**config.mk**
```make
export PLATFORM = sky130hd
export DESIGN_NAME = mem_port_arbiter_flat
export DESIGN_NICKNAME = d
export VERILOG_FILES = /design/src/rtl/mem_arb_pkg.sv /design/src/rtl/mem_port_arbiter_if.sv /design/src/rtl/mem_arb_resp_pipe.sv /design/src/rtl/mem_port_arbiter.sv /design/src/flat_wrapper.sv
export SDC_FILE = /design/constraint.sdc
export NUM_CORES = 1
export LEC_CHECK = 0
export BUFFER_PORTS_ARGS = -buffer_cell sky130_fd_sc_hd__buf_4
export CAP_MARGIN = 20
export CORE_AREA = 8 8 92 94
export DETAILED_ROUTE_END_ITERATION = 8
export DIE_AREA = 0 0 100 102
export GPL_ROUTABILITY_DRIVEN = 0
export REMOVE_ABC_BUFFERS = 1
export SYNTH_ARGS = -nofsm -noshare
export SYNTH_HDL_FRONTEND = slang
export SYNTH_SLANG_ARGS = --single-unit
export TNS_END_PERCENT = 30
```
**constraint.sdc**
```tcl
create_clock -name clk -period 1.56 [get_ports clk]
set_input_delay 0.078 -clock clk [delete_from_list [all_inputs] [get_ports clk]]
set_output_delay 0.078 -clock clk [all_outputs]
set_load 0.05 [all_outputs]
```
**src/rtl/mem_arb_pkg.sv**
```systemverilog
// ---------------------------------------------------------------------------
// mem_arb_pkg
// Shared definitions for the single-port RAM arbiter: response tag encoding
// and the bit positions of each requester in the request/grant vectors.
// The bit positions are listed from highest to lowest fixed priority.
// ---------------------------------------------------------------------------
package mem_arb_pkg;

  // Tag carried alongside each RAM access so that the returning read data
  // can be steered to the requester that issued it.
  typedef enum logic [1:0] {
    TAG_NONE = 2'd0,
    TAG_DM   = 2'd1,
    TAG_IF   = 2'd2,
    TAG_DBG  = 2'd3
  } tag_t;

  // Request/grant vector positions. A lower value means a higher priority.
  localparam int unsigned PRIO_DM  = 0;
  localparam int unsigned PRIO_IF  = 1;
  localparam int unsigned PRIO_DBG = 2;
  localparam int unsigned N_REQ    = 3;

endpackage

```
**src/rtl/mem_port_arbiter_if.sv**
```systemverilog
// ---------------------------------------------------------------------------
// mem_arb_if
// Bundles every signal between the arbiter, its three requesters (DM, IF,
// DBG) and the shared single-port RAM.
//   slave  : the arbiter's view (requests and RAM read data in; acks,
//            rvalids, shared rdata and RAM controls out)
//   master : the view of the surrounding system (requesters plus RAM)
// Byte addresses are full 32-bit; the RAM address is AW bits wide.
// ---------------------------------------------------------------------------
interface mem_arb_if #(
  parameter int unsigned AW = 8
);
  // Data-access stage
  logic          dm_req;
  logic [3:0]    dm_wen;
  logic [31:0]   dm_addr;
  logic [31:0]   dm_wdata;
  logic          dm_ack;
  logic          dm_rvalid;
  // Instruction-fetch stage
  logic          if_req;
  logic [31:0]   if_addr;
  logic          if_ack;
  logic          if_rvalid;
  // Display/debug port
  logic          dbg_req;
  logic [31:0]   dbg_addr;
  logic          dbg_ack;
  logic          dbg_rvalid;
  // Shared read data
  logic [31:0]   rdata;
  // RAM side
  logic          ram_en;
  logic [3:0]    ram_wen;
  logic [AW-1:0] ram_addr;
  logic [31:0]   ram_wdata;
  logic [31:0]   ram_rdata;

  modport slave (
    input  dm_req, dm_wen, dm_addr, dm_wdata,
    input  if_req, if_addr,
    input  dbg_req, dbg_addr,
    input  ram_rdata,
    output dm_ack, dm_rvalid, if_ack, if_rvalid, dbg_ack, dbg_rvalid,
    output rdata,
    output ram_en, ram_wen, ram_addr, ram_wdata
  );

  modport master (
    output dm_req, dm_wen, dm_addr, dm_wdata,
    output if_req, if_addr,
    output dbg_req, dbg_addr,
    output ram_rdata,
    input  dm_ack, dm_rvalid, if_ack, if_rvalid, dbg_ack, dbg_rvalid,
    input  rdata,
    input  ram_en, ram_wen, ram_addr, ram_wdata
  );
endinterface

```
**src/rtl/mem_arb_resp_pipe.sv**
```systemverilog
// ---------------------------------------------------------------------------
// mem_arb_resp_pipe
// RAM_LAT-deep shift register of response tags. A tag entering this cycle
// leaves RAM_LAT cycles later, exactly when the RAM presents the matching
// read data, and is decoded into one-hot rvalid strobes.
// Ports:
//   clk, resetn     clock, synchronous active-low clear
//   tag_i           tag of the access issued this cycle (TAG_NONE if idle/write)
//   dm_rvalid_o     exiting tag is TAG_DM
//   if_rvalid_o     exiting tag is TAG_IF
//   dbg_rvalid_o    exiting tag is TAG_DBG
// ---------------------------------------------------------------------------
module mem_arb_resp_pipe
  import mem_arb_pkg::*;
#(
  parameter int unsigned RAM_LAT = 1
) (
  input  logic clk,
  input  logic resetn,
  input  tag_t tag_i,
  output logic dm_rvalid_o,
  output logic if_rvalid_o,
  output logic dbg_rvalid_o
);

  tag_t pipe_q [RAM_LAT];
  tag_t pipe_d [RAM_LAT];

  always_comb begin
    pipe_d[0] = tag_i;
    for (int i = 1; i < RAM_LAT; i++) begin
      pipe_d[i] = pipe_q[i-1];
    end
  end

  // NOTE: unlike a data RAM, this tag store must be reset: its contents
  // qualify the rvalid strobes, so stale tags would fabricate responses.
  always_ff @(posedge clk) begin
    if (!resetn) begin
      for (int i = 0; i < RAM_LAT; i++) begin
        pipe_q[i] <= TAG_NONE;
      end
    end else begin
      // NOTE: non-blocking assignment lets every stage sample the previous
      // stage's old value, which is what makes this a shift register.
      pipe_q <= pipe_d;
    end
  end

  assign dm_rvalid_o  = (pipe_q[RAM_LAT-1] == TAG_DM);
  assign if_rvalid_o  = (pipe_q[RAM_LAT-1] == TAG_IF);
  assign dbg_rvalid_o = (pipe_q[RAM_LAT-1] == TAG_DBG);

endmodule

```
**src/rtl/mem_port_arbiter.sv**
```systemverilog
// ---------------------------------------------------------------------------
// mem_port_arbiter
// Shares one single-port synchronous RAM among the data-access stage (DM,
// read/write), the instruction-fetch stage (IF, read) and the debug port
// (DBG, read). Grants one access per cycle combinationally with fixed
// priority DM > IF > DBG, except that DBG is forced through once it has
// lost arbitration STARVE_LIMIT consecutive cycles. Read data returns
// RAM_LAT cycles after the grant, flagged by the issuer's rvalid.
// Ports:
//   clk     clock
//   resetn  synchronous active-low reset; suppresses all grants while low
//   bus     mem_arb_if.slave: requester handshakes, shared rdata, RAM port
// Parameters:
//   AW            RAM word-address width (byte address bits [AW+1:2])
//   RAM_LAT       RAM read latency, 1..3
//   STARVE_LIMIT  DBG losses before a forced grant, 1..255
// ---------------------------------------------------------------------------
module mem_port_arbiter
  import mem_arb_pkg::*;
#(
  parameter int unsigned AW           = 8,
  parameter int unsigned RAM_LAT      = 1,
  parameter int unsigned STARVE_LIMIT = 15
) (
  input  logic       clk,
  input  logic       resetn,
  mem_arb_if.slave   bus
);

  logic [N_REQ-1:0] req;
  logic [N_REQ-1:0] gnt;
  logic [7:0]       starve_cnt_q;
  logic [7:0]       starve_cnt_d;
  logic             dbg_force;
  logic [31:0]      win_addr;
  logic [3:0]       win_wen;
  tag_t             win_tag;
  logic             unused_addr_bits;

  assign req[PRIO_DM]  = bus.dm_req;
  assign req[PRIO_IF]  = bus.if_req;
  assign req[PRIO_DBG] = bus.dbg_req;

  assign dbg_force = bus.dbg_req && (starve_cnt_q == 8'(STARVE_LIMIT));

  // Grant: starvation override first, then fixed priority.
  always_comb begin
    // NOTE: every always_comb output gets a default before any branch so
    // that no path leaves it unassigned and infers a latch.
    gnt = '0;
    if (resetn) begin
      if (dbg_force)           gnt[PRIO_DBG] = 1'b1;
      else if (req[PRIO_DM])   gnt[PRIO_DM]  = 1'b1;
      else if (req[PRIO_IF])   gnt[PRIO_IF]  = 1'b1;
      else if (req[PRIO_DBG])  gnt[PRIO_DBG] = 1'b1;
    end
  end

  // Counts consecutive cycles in which DBG wants the RAM but loses.
  always_comb begin
    starve_cnt_d = starve_cnt_q;
    if (!bus.dbg_req || gnt[PRIO_DBG]) begin
      starve_cnt_d = '0;
    end else if (starve_cnt_q < 8'(STARVE_LIMIT)) begin
      starve_cnt_d = starve_cnt_q + 8'd1;
    end
  end

  always_ff @(posedge clk) begin
    if (!resetn) starve_cnt_q <= '0;
    else         starve_cnt_q <= starve_cnt_d;
  end

  // Issue mux: steer the winner's address and write enables to the RAM.
  // Only DM can write; a DM write carries TAG_NONE so it yields no rvalid.
  always_comb begin
    win_addr = bus.dbg_addr;
    win_wen  = 4'b0000;
    win_tag  = TAG_NONE;
    if (gnt[PRIO_DM]) begin
      win_addr = bus.dm_addr;
      win_wen  = bus.dm_wen;
      win_tag  = (bus.dm_wen == 4'b0000) ? TAG_DM : TAG_NONE;
    end else if (gnt[PRIO_IF]) begin
      win_addr = bus.if_addr;
      win_tag  = TAG_IF;
    end else if (gnt[PRIO_DBG]) begin
      win_tag  = TAG_DBG;
    end
  end

  // Byte-offset bits and bits above the RAM's reach are deliberately dropped.
  assign unused_addr_bits = ^{win_addr[31:AW+2], win_addr[1:0]};

  assign bus.ram_en    = |gnt;
  assign bus.ram_wen   = win_wen;
  assign bus.ram_addr  = win_addr[AW+1:2];
  assign bus.ram_wdata = bus.dm_wdata;

  assign bus.dm_ack  = gnt[PRIO_DM];
  assign bus.if_ack  = gnt[PRIO_IF];
  assign bus.dbg_ack = gnt[PRIO_DBG];

  assign bus.rdata   = bus.ram_rdata;

  mem_arb_resp_pipe #(
    .RAM_LAT (RAM_LAT)
  ) u_resp_pipe (
    .clk          (clk),
    .resetn       (resetn),
    .tag_i        (win_tag),
    .dm_rvalid_o  (bus.dm_rvalid),
    .if_rvalid_o  (bus.if_rvalid),
    .dbg_rvalid_o (bus.dbg_rvalid)
  );

endmodule
```
**src/flat_wrapper.sv**
```systemverilog
// flat-port wrapper written by rule: the top's interface ports become plain ports
module mem_port_arbiter_flat import mem_arb_pkg::*;
#(
  parameter int unsigned AW           = 8,
  parameter int unsigned RAM_LAT      = 1,
  parameter int unsigned STARVE_LIMIT = 15
)
  (clk, resetn, bus_dm_req, bus_dm_wen, bus_dm_addr, bus_dm_wdata, bus_if_req, bus_if_addr, bus_dbg_req, bus_dbg_addr, bus_ram_rdata, bus_dm_ack, bus_dm_rvalid, bus_if_ack, bus_if_rvalid, bus_dbg_ack, bus_dbg_rvalid, bus_rdata, bus_ram_en, bus_ram_wen, bus_ram_addr, bus_ram_wdata);
  mem_arb_if #(.AW(AW)) bus_i ();
  input  logic clk;
  input  logic resetn;
  input wire logic [$bits(bus_i.dm_req)-1:0] bus_dm_req;
  input wire logic [$bits(bus_i.dm_wen)-1:0] bus_dm_wen;
  input wire logic [$bits(bus_i.dm_addr)-1:0] bus_dm_addr;
  input wire logic [$bits(bus_i.dm_wdata)-1:0] bus_dm_wdata;
  input wire logic [$bits(bus_i.if_req)-1:0] bus_if_req;
  input wire logic [$bits(bus_i.if_addr)-1:0] bus_if_addr;
  input wire logic [$bits(bus_i.dbg_req)-1:0] bus_dbg_req;
  input wire logic [$bits(bus_i.dbg_addr)-1:0] bus_dbg_addr;
  input wire logic [$bits(bus_i.ram_rdata)-1:0] bus_ram_rdata;
  output wire logic [$bits(bus_i.dm_ack)-1:0] bus_dm_ack;
  output wire logic [$bits(bus_i.dm_rvalid)-1:0] bus_dm_rvalid;
  output wire logic [$bits(bus_i.if_ack)-1:0] bus_if_ack;
  output wire logic [$bits(bus_i.if_rvalid)-1:0] bus_if_rvalid;
  output wire logic [$bits(bus_i.dbg_ack)-1:0] bus_dbg_ack;
  output wire logic [$bits(bus_i.dbg_rvalid)-1:0] bus_dbg_rvalid;
  output wire logic [$bits(bus_i.rdata)-1:0] bus_rdata;
  output wire logic [$bits(bus_i.ram_en)-1:0] bus_ram_en;
  output wire logic [$bits(bus_i.ram_wen)-1:0] bus_ram_wen;
  output wire logic [$bits(bus_i.ram_addr)-1:0] bus_ram_addr;
  output wire logic [$bits(bus_i.ram_wdata)-1:0] bus_ram_wdata;
  assign bus_i.dm_req = bus_dm_req;
  assign bus_i.dm_wen = bus_dm_wen;
  assign bus_i.dm_addr = bus_dm_addr;
  assign bus_i.dm_wdata = bus_dm_wdata;
  assign bus_i.if_req = bus_if_req;
  assign bus_i.if_addr = bus_if_addr;
  assign bus_i.dbg_req = bus_dbg_req;
  assign bus_i.dbg_addr = bus_dbg_addr;
  assign bus_i.ram_rdata = bus_ram_rdata;
  assign bus_dm_ack = bus_i.dm_ack;
  assign bus_dm_rvalid = bus_i.dm_rvalid;
  assign bus_if_ack = bus_i.if_ack;
  assign bus_if_rvalid = bus_i.if_rvalid;
  assign bus_dbg_ack = bus_i.dbg_ack;
  assign bus_dbg_rvalid = bus_i.dbg_rvalid;
  assign bus_rdata = bus_i.rdata;
  assign bus_ram_en = bus_i.ram_en;
  assign bus_ram_wen = bus_i.ram_wen;
  assign bus_ram_addr = bus_i.ram_addr;
  assign bus_ram_wdata = bus_i.ram_wdata;
  mem_port_arbiter #(.AW(AW), .RAM_LAT(RAM_LAT), .STARVE_LIMIT(STARVE_LIMIT)) u_core (.clk(clk), .resetn(resetn), .bus(bus_i));
endmodule
```
==> results of run 1 <==
## kinds of logic (layout without fill, tap and decap cells)
kind of cell,count (synthesis),in the layout,share of synthesized area (%)
buf+inv,70,71,43.8
simple gates,39,39,18.7
compound gates,20,20,17.0
flops,10,10,17.1
xor+xnor,3,3,2.25
fa+ha+maj,1,1,1.07
## how the worst max path moves through the flow
| stage | startpoint | endpoint | slack, ns |
|---|---|---|---|
| 2_1_floorplan | u_core.starve_cnt_q[0]$_SDFFE_PP0N_ | bus_ram_addr[0] | -0.74 |
| 3_3_place_gp | u_core.starve_cnt_q[1]$_SDFFE_PP0N_ | bus_ram_addr[0] | -0.21 |
| 3_5_place_dp | u_core.starve_cnt_q[1]$_SDFFE_PP0N_ | bus_ram_addr[0] | -0.27 |
| 4_1_cts | u_core.starve_cnt_q[7]$_SDFFE_PP0N_ | bus_ram_addr[0] | -0.47 |
| 5_1_grt | u_core.starve_cnt_q[4]$_SDFFE_PP0N_ | bus_ram_addr[7] | -0.51 |
| 6_report | u_core.starve_cnt_q[4]$_SDFFE_PP0N_ | bus_ram_addr[0] | -0.44 |
## power groups by stage
stage | Sequential, mW | Clock, mW | Combinational [mW]
floorplan | 0.268 | 0 | 0.187
detailed placement | 0.268 | 0 | 0.354
global placement | 0.268 | 0 | 0.352
CTS | 0.263 | 0.267 | 0.388
global route | 0.264 | 0.282 | 0.406
finish | 0.264 | 0.260 | 0.389
## per-stage QoR
stage | setup TNS (ns) | setup slack (ns)
2_1_floorplan | -6.63 | -0.744
3_3_place_gp | -1.73 | -0.211
3_5_place_dp | -2.18 | -0.266
4_1_cts | -5.55 | -0.472
5_1_grt | -6.15 | -0.510
6_report | -5.14 | -0.445
## sequential cells by signal, indices dropped and copies added, names as in the netlist
name / flops
u_core.u_resp_pipe.pipe_q: 2
u_core.starve_cnt_q: 8
## layout by cell type (no fill, tap or decap), types with 2 or more instances in the layout
master | synthesis | final
xor2_1 | 3 | 3
dfxtp_2 | 0 | 2
nor2_1 | 6 | 5
a32o_1 | 8 | 8
buf_4 | 64 | 47
clkbuf_8 | 0 | 3
and2_1 | 6 | 5
buf_6 | 1 | 18
dfxtp_1 | 10 | 8
nor2b_1 | 3 | 3
and3_1 | 6 | 5
nand2_1 | 6 | 5
nor3_1 | 2 | 2
a221o_1 | 8 | 8
nand3_1 | 6 | 5
## worst register-to-register path, delay by kind of cell, from the launching register on
family	cells	cell delay [ns]
flip-flops	1	0.32
AND/OR/NAND/NOR	3	0.55
buffers and inverters	3	0.40
AO/OA/AOI/OAI	1	0.09
## what timing repair did
item | 4_1_cts | 5_1_grt
pin swaps | 13 | 2
setup buffers | 1 | 0
endpoints found under the setup margin | 15 | 20
gates cloned | 1 | 0
gates resized for setup | 26 | 4
## per-layer routing
| layer | vias up | track usage, % | part of all wire (%) |
|---|---|---|---|
| met5 | - | 2.04 | 0.29 |
| met4 | 2 | 10.6 | 5.4 |
| met3 | 20 | 22.2 | 24 |
| met2 | 149 | 39.0 | 53 |
| met1 | 434 | 9.75 | 17 |
| li1 | 438 | - | - |
## area by class of cell
| cell class | instances | area [um^2] |
|---|---|---|
| Clock buffer | 3 | 41.3 |
| Fill cell | 817 | 5640 |
| Inverter | 2 | 7.51 |
| Multi-Input combinational cell | 63 | 474 |
| Sequential cell | 10 | 203 |
| Tap cell | 99 | 124 |
| Timing Repair Buffer | 66 | 571 |
==> impl_metrics.tcl, run 1 <==
set metrics [dict create \
    outcome "complete, but fails checks" \
    violations "negative setup slack" \
    synth.avg_cell_area_um2 8.17 \
    antennaDiodeCount 0 \
    root_buffer "clkbuf_8" \
    synthArstFlopShare_pct 0 \
    syn_area_mm2 0.00117 \
    min_path_cells 4 \
    yosysMostFrequentCell "buf_4" \
    die_w_um 100 \
    via_per_inst 4.29 \
    grt_use_total_pct 20.4 \
    cts_buffers 3 \
    antenna_left 0 \
    critPathSlowestCell "nor4_4" \
    fin_cells 243 \
    reg2reg_to "u_core.u_resp_pipe.pipe_q[1]$_SDFF_PP0_" \
    start_util_pct 16.6 \
    reg2reg_slack_ns 0.06 \
    rsz0062_at_grt "yes" \
    wire_per_inst_um 45.5 \
    die_y_um 102 \
    finalHoldViolCount 0 \
    peakVddDrop_uv 271 \
    hold-path-endpoint "u_core.u_resp_pipe.pipe_q[0]$_SDFF_PN0_" \
    setup_violations 15 \
    setup.worst_path.class "register to output pin" \
    fin_skew_ns 0.00728 \
    cp.depth 6 \
    p_clk_share_pct 28.5 \
    cp.required_ns 1.48 \
    hp-class "input pin to register" \
    syn-instance-count 143 \
    final_cell_area_mm2 0.00142 \
    worst_path_most_repeated_cell "buf_6" \
    critPathTopFamily "compound AO/OA/AOI/OAI gates" \
    yosys_most_used_dff "dfxtp_1" \
    fp.coreArea_mm2 0.00706 \
    tightest_slew_ns 0.706 \
    pwr-share-seq_pct 28.9 \
    routed_wl_um 11000 \
    dieArea_mm2 0.0102 \
    yosysWarnings 0 \
    cts.sinks 10 \
    finalMaxSlewViolations 0 \
    worstPathCellList "nor4_4 > a31oi_4 > buf_6 > a32o_1 > a221o_1 > buf_6" \
    crit_buf_inv 2 \
    p_int_mw 0.598 \
    port_buffers 51 \
    cts.clk_slew.worst_paths_ns 0.05 \
    min_period_ns 2.00 \
    netlist.area_leader.share_pct 41.1 \
    cp_max_fo 5 \
    power.switching_mw 0.315 \
    drc 0 \
    min-delay-start "bus_dm_wen[0]" \
    crit_path_max_incr_delay_ns 0.38 \
    place_area_mm2 0.00127 \
    num_vias 1043 \
    critPathLaunchType "register" \
    grt-ovfl-total 0 \
    combPwrFrac_pct 42.6 \
    ios 252 \
    cts_tree "built" \
    finalWorstSetupSlack_ns -0.445 \
    hold_slack_ns 0.134 \
    ys_seq_area_share_pct 17.1 \
    pwr_density_cell_mw_per_mm2 643 \
    rows 31 \
    clock_path_buffers 2 \
    grt_pass1_vias 1064 \
    layout-drive-gt1-share_pct 55.6 \
    grt_max_degree 11 \
    cts_hold_buf 0 \
    grt_antenna_before_repair 0 \
    drt_iter0_drc 53 \
    post-route-period-util_pct 129 \
    synth_top_cells_by_count "buf_4, dfxtp_1, a221o_1, a32o_1" \
    rr_startpoint "u_core.starve_cnt_q[4]$_SDFFE_PP0N_" \
    synth-seq-cells 10 \
    post-dp-hpwl_um 10500 \
    critPathArrivalTime_ns 1.93 \
    area_growth_pct 21.5 \
    htreeDepth 1 \
    synth_top_area_cell "buf_4" \
    synth_area_leaders "buf_4, dfxtp_1, a221o_1, a32o_1, and2_1" \
    relSlewSlack_pct 52.8 \
    dp_cells 238 \
    fmax_ghz 0.499 \
    yosysUniqueCellTypes 26 \
    r2r_cells 7 \
    fin_nets 316 \
    max_cap_viol_count 0 \
    drtPass1Iterations 4 \
    clock_latency_ns 0.23 \
    switching_share_pct 34.5 \
    synth_edf_count 0 \
    end_kind "output pin" \
    total_leakage_power_nw 0.659 \
    final_util_pct 20.1 \
    grt_pass1_wl_um 12900 \
    total_power_mw 0.913 \
]
(Power assumes the default switching activity.)
==> run 2: changes to the inputs <==
--- a/config.mk
+++ b/config.mk
@@ -11,6 +11,7 @@
 export DETAILED_ROUTE_END_ITERATION = 8
 export DIE_AREA = 0 0 100 102
 export GPL_ROUTABILITY_DRIVEN = 0
+export GPL_TIMING_DRIVEN = 0
 export REMOVE_ABC_BUFFERS = 1
 export SYNTH_ARGS = -nofsm -noshare
 export SYNTH_HDL_FRONTEND = slang
==> run 2 against run 1 <==
Net effect:
- the flow still finishes with violations (negative setup slack)
- sequential share of layout area is 0.50 points higher
- clock-buffer cell count is 1 higher
- design area is 2.8% lower
- register-to-register slack better by 0.05 ns
- fmax is 2.9% higher
- critical path type unchanged
- critical endpoint is now bus_ram_addr[7]
- largest cell class is now multi-input combinational cells
- highest routed layer is now met4
==> impl_metrics.tcl, run 2 (synthesis gave the netlist of run 1 again) <==
set metrics [dict create \
    outcome "complete, but fails checks" \
    violations "negative setup slack" \
    fin_skew_ns 0.00609 \
    reg2reg_to "u_core.starve_cnt_q[1]$_SDFFE_PP0N_" \
    rr_startpoint "u_core.starve_cnt_q[5]$_SDFFE_PP0N_" \
    reg_top3 "u_core.starve_cnt_q (8), u_core.u_resp_pipe.pipe_q (2)" \
    dieArea_mm2 0.0102 \
    start_util_pct 16.6 \
    die_w_um 100 \
    grt_antenna_before_repair 0 \
    grt_pass1_wl_um 12400 \
    drc 0 \
    drt_iter0_drc 62 \
    num_vias 1009 \
    die_y_um 102 \
    pwr_density_cell_mw_per_mm2 697 \
    min_period_ns 1.95 \
    min-delay-start "bus_dm_wen[1]" \
    routed_wl_um 10700 \
    end_kind "output pin" \
    cts_tree "built" \
    fin_setup_tns_ns -3.73 \
    peakVddDrop_uv 235 \
    cts.sinks 10 \
    fin_cells 232 \
    post-dp-hpwl_um 9990 \
    setup_violations 15 \
    tightest_slew_ns 0.742 \
    layout-drive-gt1-share_pct 53.4 \
    max_cap_viol_count 0 \
    min_path_cells 4 \
    clock_latency_ns 0.24 \
    hp-class "input pin to register" \
    finalMaxSlewViolations 0 \
    cts_buffers 3 \
    area_growth_pct 18.1 \
    clock_path_buffers 2 \
    port_buffers 51 \
    largest-register "u_core.starve_cnt_q" \
    post-route-period-util_pct 125 \
    cp.required_ns 1.48 \
    critPathLaunchType "register" \
    via_per_inst 4.35 \
    total_leakage_power_nw 0.598 \
    hold-path-endpoint "u_core.u_resp_pipe.pipe_q[0]$_SDFF_PN0_" \
    fp.coreArea_mm2 0.00706 \
    reg2reg_slack_ns 0.11 \
    wire_per_inst_um 46.0 \
    relSlewSlack_pct 50.3 \
    layout_common_cells "buf_4, buf_6, a32o_1, a221o_1, dfxtp_1" \
    largest_reg_flops 8 \
    setup.worst_path.class "register to output pin" \
    layout_commonest_cell "buf_4" \
    rsz0062_at_grt "yes" \
    nFillCells 815 \
    ios 252 \
    r2r_cells 6 \
    grt_use_total_pct 19.7 \
    cts_hold_buf 0 \
    drtPass1Iterations 4 \
    root_buffer "clkbuf_8" \
    fmax_ghz 0.513 \
    critPathArrivalTime_ns 1.87 \
    grt-ovfl-total 0 \
    cp_max_fo 9 \
    cts.clk_slew.worst_paths_ns 0.05 \
    finalWorstSetupSlack_ns -0.389 \
    fin_nets 304 \
    grt_max_degree 11 \
    total_power_mw 0.962 \
    rows 31 \
    antenna_left 0 \
    htreeDepth 1 \
    antennaDiodeCount 0 \
    dp_cells 225 \
    grt_pass1_vias 1019 \
    finalHoldViolCount 0 \
]
[run 2: changes by cell type in the layout (fill, tap and decap cells not counted), sizes merged]
| cell | previous run | this run |
|---|---|---|
| buf | 66 | 53 |
| clkbuf | 3 | 4 |
| a31oi | 1 | 2 |
[run 2: final cells by class]
class,count,area (um^2),area share [%]
multi-input combinational,64,520,37.7
timing repair buffer,53,469,34.0
tap,99,124,8.98
inverter,2,7.51,0.544
clock buffer,4,55.1,3.99
sequential,10,204,14.8
[run 2: power by group]
part	internal (mW)	switching (mW)
sequential	0.261	0.00402
combinational	0.158	0.217
clock	0.222	0.0992
total	0.641	0.321
[run 2: critical path: stages (launching register included)]
cell	delay, ns
dfxtp_2	0.33
nor4_4	0.26
buf_4	0.18
a31oi_4	0.13
and2_4	0.21
a221o_1	0.35
buf_6	0.17
[run 2: layer usage]
metal | vias to the layer above | GRT usage [%] | routed length, um
li1 | 416 | - | -
met1 | 446 | 9.73 | 2010
met2 | 129 | 37.2 | 5690
met3 | 18 | 21.5 | 2370
met4 | 0 | 10.7 | 609
met5 | - | 1.53 | 0
[run 2: through the flow]
step | hold WS (ns) | cell area (um^2) | util, % | worst slack, ns
floorplan | 0.156 | 664 | - | -0.744
global placement | 0.158 | 1170 | 16.6 | -0.466
detailed placement | 0.158 | 1170 | 16.6 | -0.501
CTS | 0.135 | 1350 | 19.1 | -0.379
global route | 0.157 | 1380 | 19.5 | -0.484
finish | 0.143 | 1380 | 19.5 | -0.389
[run 2: what timing repair did]
| item | 4_1_cts | 5_1_grt |
|---|---|---|
| buffers inserted | 2 | 0 |
| setup endpoints to repair | 15 | 15 |
| gates resized for setup | 27 | 7 |
| gates cloned | 1 | 0 |
| hold endpoints to repair | 0 | 0 |
| pin swaps | 10 | 4 |
[run 2: worst max-delay path by stage]
| stage | startpoint | cells past startpoint | endpoint |
|---|---|---|---|
| 3_3_place_gp | u_core.starve_cnt_q[0]$_SDFFE_PP0N_ | 6 | bus_ram_addr[7] |
| 3_5_place_dp | u_core.starve_cnt_q[4]$_SDFFE_PP0N_ | 5 | bus_ram_addr[7] |
| 5_1_grt | u_core.starve_cnt_q[7]$_SDFFE_PP0N_ | 6 | bus_ram_addr[7] |
| 4_1_cts | u_core.starve_cnt_q[7]$_SDFFE_PP0N_ | 6 | bus_ram_addr[7] |
| 2_1_floorplan | u_core.starve_cnt_q[0]$_SDFFE_PP0N_ | 5 | bus_ram_addr[0] |
| 6_report | u_core.starve_cnt_q[7]$_SDFFE_PP0N_ | 6 | bus_ram_addr[7] |
==> run 3: changes to the inputs <==
--- a/config.mk
+++ b/config.mk
@@ -6,12 +6,14 @@
 export NUM_CORES = 1
 export LEC_CHECK = 0
 export BUFFER_PORTS_ARGS = -buffer_cell sky130_fd_sc_hd__buf_4
-export CAP_MARGIN = 20
-export CORE_AREA = 8 8 92 94
+export CELL_PAD_IN_SITES_DETAIL_PLACEMENT = 0
+export CELL_PAD_IN_SITES_GLOBAL_PLACEMENT = 1
+export CORE_MARGIN = 8
+export CORE_UTILIZATION = 12
 export DETAILED_ROUTE_END_ITERATION = 8
-export DIE_AREA = 0 0 100 102
 export GPL_ROUTABILITY_DRIVEN = 0
 export GPL_TIMING_DRIVEN = 0
+export PLACE_DENSITY_LB_ADDON = 0.1
 export REMOVE_ABC_BUFFERS = 1
 export SYNTH_ARGS = -nofsm -noshare
 export SYNTH_HDL_FRONTEND = slang
==> run 3 against run 2 <==
Net effect:
- global-route usage fell by 6.4 points
- clock power rose by 2%
- critical path depth rose by 1
- via count fell by 5.0%
- design area rose by 1.5%
- highest routed layer unchanged
- non-clock buffer count rose by 2
- sequential cell count did not move
- the run still ends with negative setup slack left
- sequential power barely moved
- largest power group unchanged
- wire length fell by 12%
==> impl_metrics.tcl, run 3 (synthesis gave the netlist of run 1 again) <==
set metrics [dict create \
    grt_max_degree 11 \
    fin_skew_ns 0.00334 \
    pwr_density_cell_mw_per_mm2 683 \
    layout_commonest_cell "buf_4" \
    routed_wl_um 9380 \
    root_buffer "clkbuf_8" \
    clock_path_buffers 2 \
    via_per_inst 3.59 \
    grt_use_total_pct 13.3 \
    max_cap_viol_count 0 \
    cts_hold_buf 0 \
    htreeDepth 1 \
    port_buffers 51 \
    drtPass1Iterations 4 \
    finalMaxSlewViolations 0 \
    cts.clk_slew.worst_paths_ns 0.05 \
    outcome "complete, but fails checks" \
    r2r_cells 5 \
    dp_cells 259 \
    min_period_ns 1.97 \
    grt-ovfl-total 0 \
    finalHoldViolCount 0 \
    reg2reg_slack_ns 0.13 \
    grt_antenna_before_repair 0 \
    critPathArrivalTime_ns 1.89 \
    start_util_pct 12.2 \
    end_kind "output pin" \
    crit_path_start "u_core.starve_cnt_q[0]$_SDFFE_PP0N_" \
    clock_latency_ns 0.24 \
    cts_tree "built" \
    setup_violations 15 \
    fp.coreArea_mm2 0.00959 \
    finalWorstSetupSlack_ns -0.411 \
    worstSetupEndpoint "bus_ram_addr[6]" \
    fin_cells 267 \
    fmax_ghz 0.507 \
    wire_per_inst_um 35.1 \
    drt_iter0_drc 96 \
    ios 252 \
    nFillCells 1097 \
    tightest_slew_ns 0.807 \
    largest-register "u_core.starve_cnt_q" \
    antennaDiodeCount 0 \
    hold_slack_ns 0.141 \
    rsz0062_at_grt "yes" \
    total_leakage_power_nw 0.605 \
    reg_top3 "u_core.starve_cnt_q (8), u_core.u_resp_pipe.pipe_q (2)" \
    grt_pass1_wl_um 10900 \
    die_w_um 115 \
    area_growth_pct 19.9 \
    num_vias 959 \
    cp.required_ns 1.48 \
    dieArea_mm2 0.0132 \
    post-route-period-util_pct 126 \
    violations "negative setup slack" \
    hp-class "input pin to register" \
    layout_common_cells "buf_4, buf_6, a32o_1, a221o_1, dfxtp_1" \
    setup.worst_path.class "register to output pin" \
    cts_buffers 3 \
    post-dp-hpwl_um 8750 \
    critPathLaunchType "register" \
    drc 0 \
    largest_reg_flops 8 \
    peakVddDrop_uv 187 \
    relSlewSlack_pct 46.0 \
    rr_startpoint "u_core.starve_cnt_q[0]$_SDFFE_PP0N_" \
    cp_max_fo 6 \
    layout-drive-gt1-share_pct 53.7 \
    reg2reg_to "u_core.starve_cnt_q[1]$_SDFFE_PP0N_" \
    die_y_um 115 \
    antenna_left 0 \
    grt_pass1_vias 930 \
    rows 36 \
    cts.sinks 10 \
    fin_nets 305 \
]
run 3: cell types whose count changed in the layout (fill, tap and decap cells not counted), sizes merged:
| cell | previous run | this run |
|---|---|---|
| buf | 53 | 55 |
| a31oi | 2 | 1 |
run 3: area by class of cell:
type	instances	area (um^2)	area share, %
Sequential cell	10	204	14.6
Multi-Input combinational cell	63	495	35.4
Inverter	2	7.51	0.536
Tap cell	133	166	11.9
Timing Repair Buffer	55	473	33.8
Clock buffer	4	55.1	3.93
run 3: power breakdown:
part | leakage [nW] | switching (mW) | internal, mW
clock network | 0.0288 | 0.105 | 0.222
registers | 0.0824 | 0.00442 | 0.261
logic | 0.494 | 0.209 | 0.155
total | 0.605 | 0.319 | 0.639
run 3: how the worst min path moves through the flow:
stage	startpoint	end	depth (start not counted)
finish	bus_dm_req	u_core.u_resp_pipe.pipe_q[0]$_SDFF_PN0_	3
detailed placement	bus_ram_rdata[30]	bus_rdata[30]	0
CTS	bus_dm_wen[2]	u_core.u_resp_pipe.pipe_q[0]$_SDFF_PN0_	4
floorplan	bus_dm_wdata[0]	bus_ram_wdata[0]	0
global route	bus_dm_wen[3]	u_core.u_resp_pipe.pipe_q[0]$_SDFF_PN0_	4
global placement	bus_ram_rdata[30]	bus_rdata[30]	0
run 3: per-layer routing:
metal	vias up	part of all wire, %	global-route usage (%)	wire [um]
li1	416	-	-	-
met1	407	14	5.11	1310
met2	122	57	27.5	5370
met3	14	24	14.0	2210
met4	0	5.3	6.48	499
met5	-	0	0	0
run 3: timing repair:
action / CTS / global route
pin swaps: 11 / 0
endpoints found under the setup margin: 16 / 15
endpoints found under the hold margin: 0 / 0
resized for setup: 29 / 0
setup buffers: 4 / 0
run 3: metrics by stage:
| stage | worst slack (ns) | power [mW] | TNS (ns) | util [%] | area [um^2] |
|---|---|---|---|---|---|
| 6_report | -0.411 | 0.958 | -4.24 | 14.6 | 1400 |
| 2_1_floorplan | -0.744 | 0.455 | -6.63 | - | 664 |
| 5_1_grt | -0.520 | 1.00 | -5.66 | 14.6 | 1400 |
| 3_5_place_dp | -0.596 | 0.601 | -6.09 | 12.7 | 1210 |
| 3_3_place_gp | -0.631 | 0.603 | -6.43 | 12.7 | 1210 |
| 4_1_cts | -0.424 | 0.974 | -4.44 | 14.6 | 1400 |
run 3: critical path, stage by stage (launching register included):
cell and delay [ns]:
dfxtp_2 0.37, ha_4 0.15, and3_4 0.22, a31oi_4 0.10, buf_6 0.16, a32o_1 0.21, a221o_1 0.28, buf_6 0.16
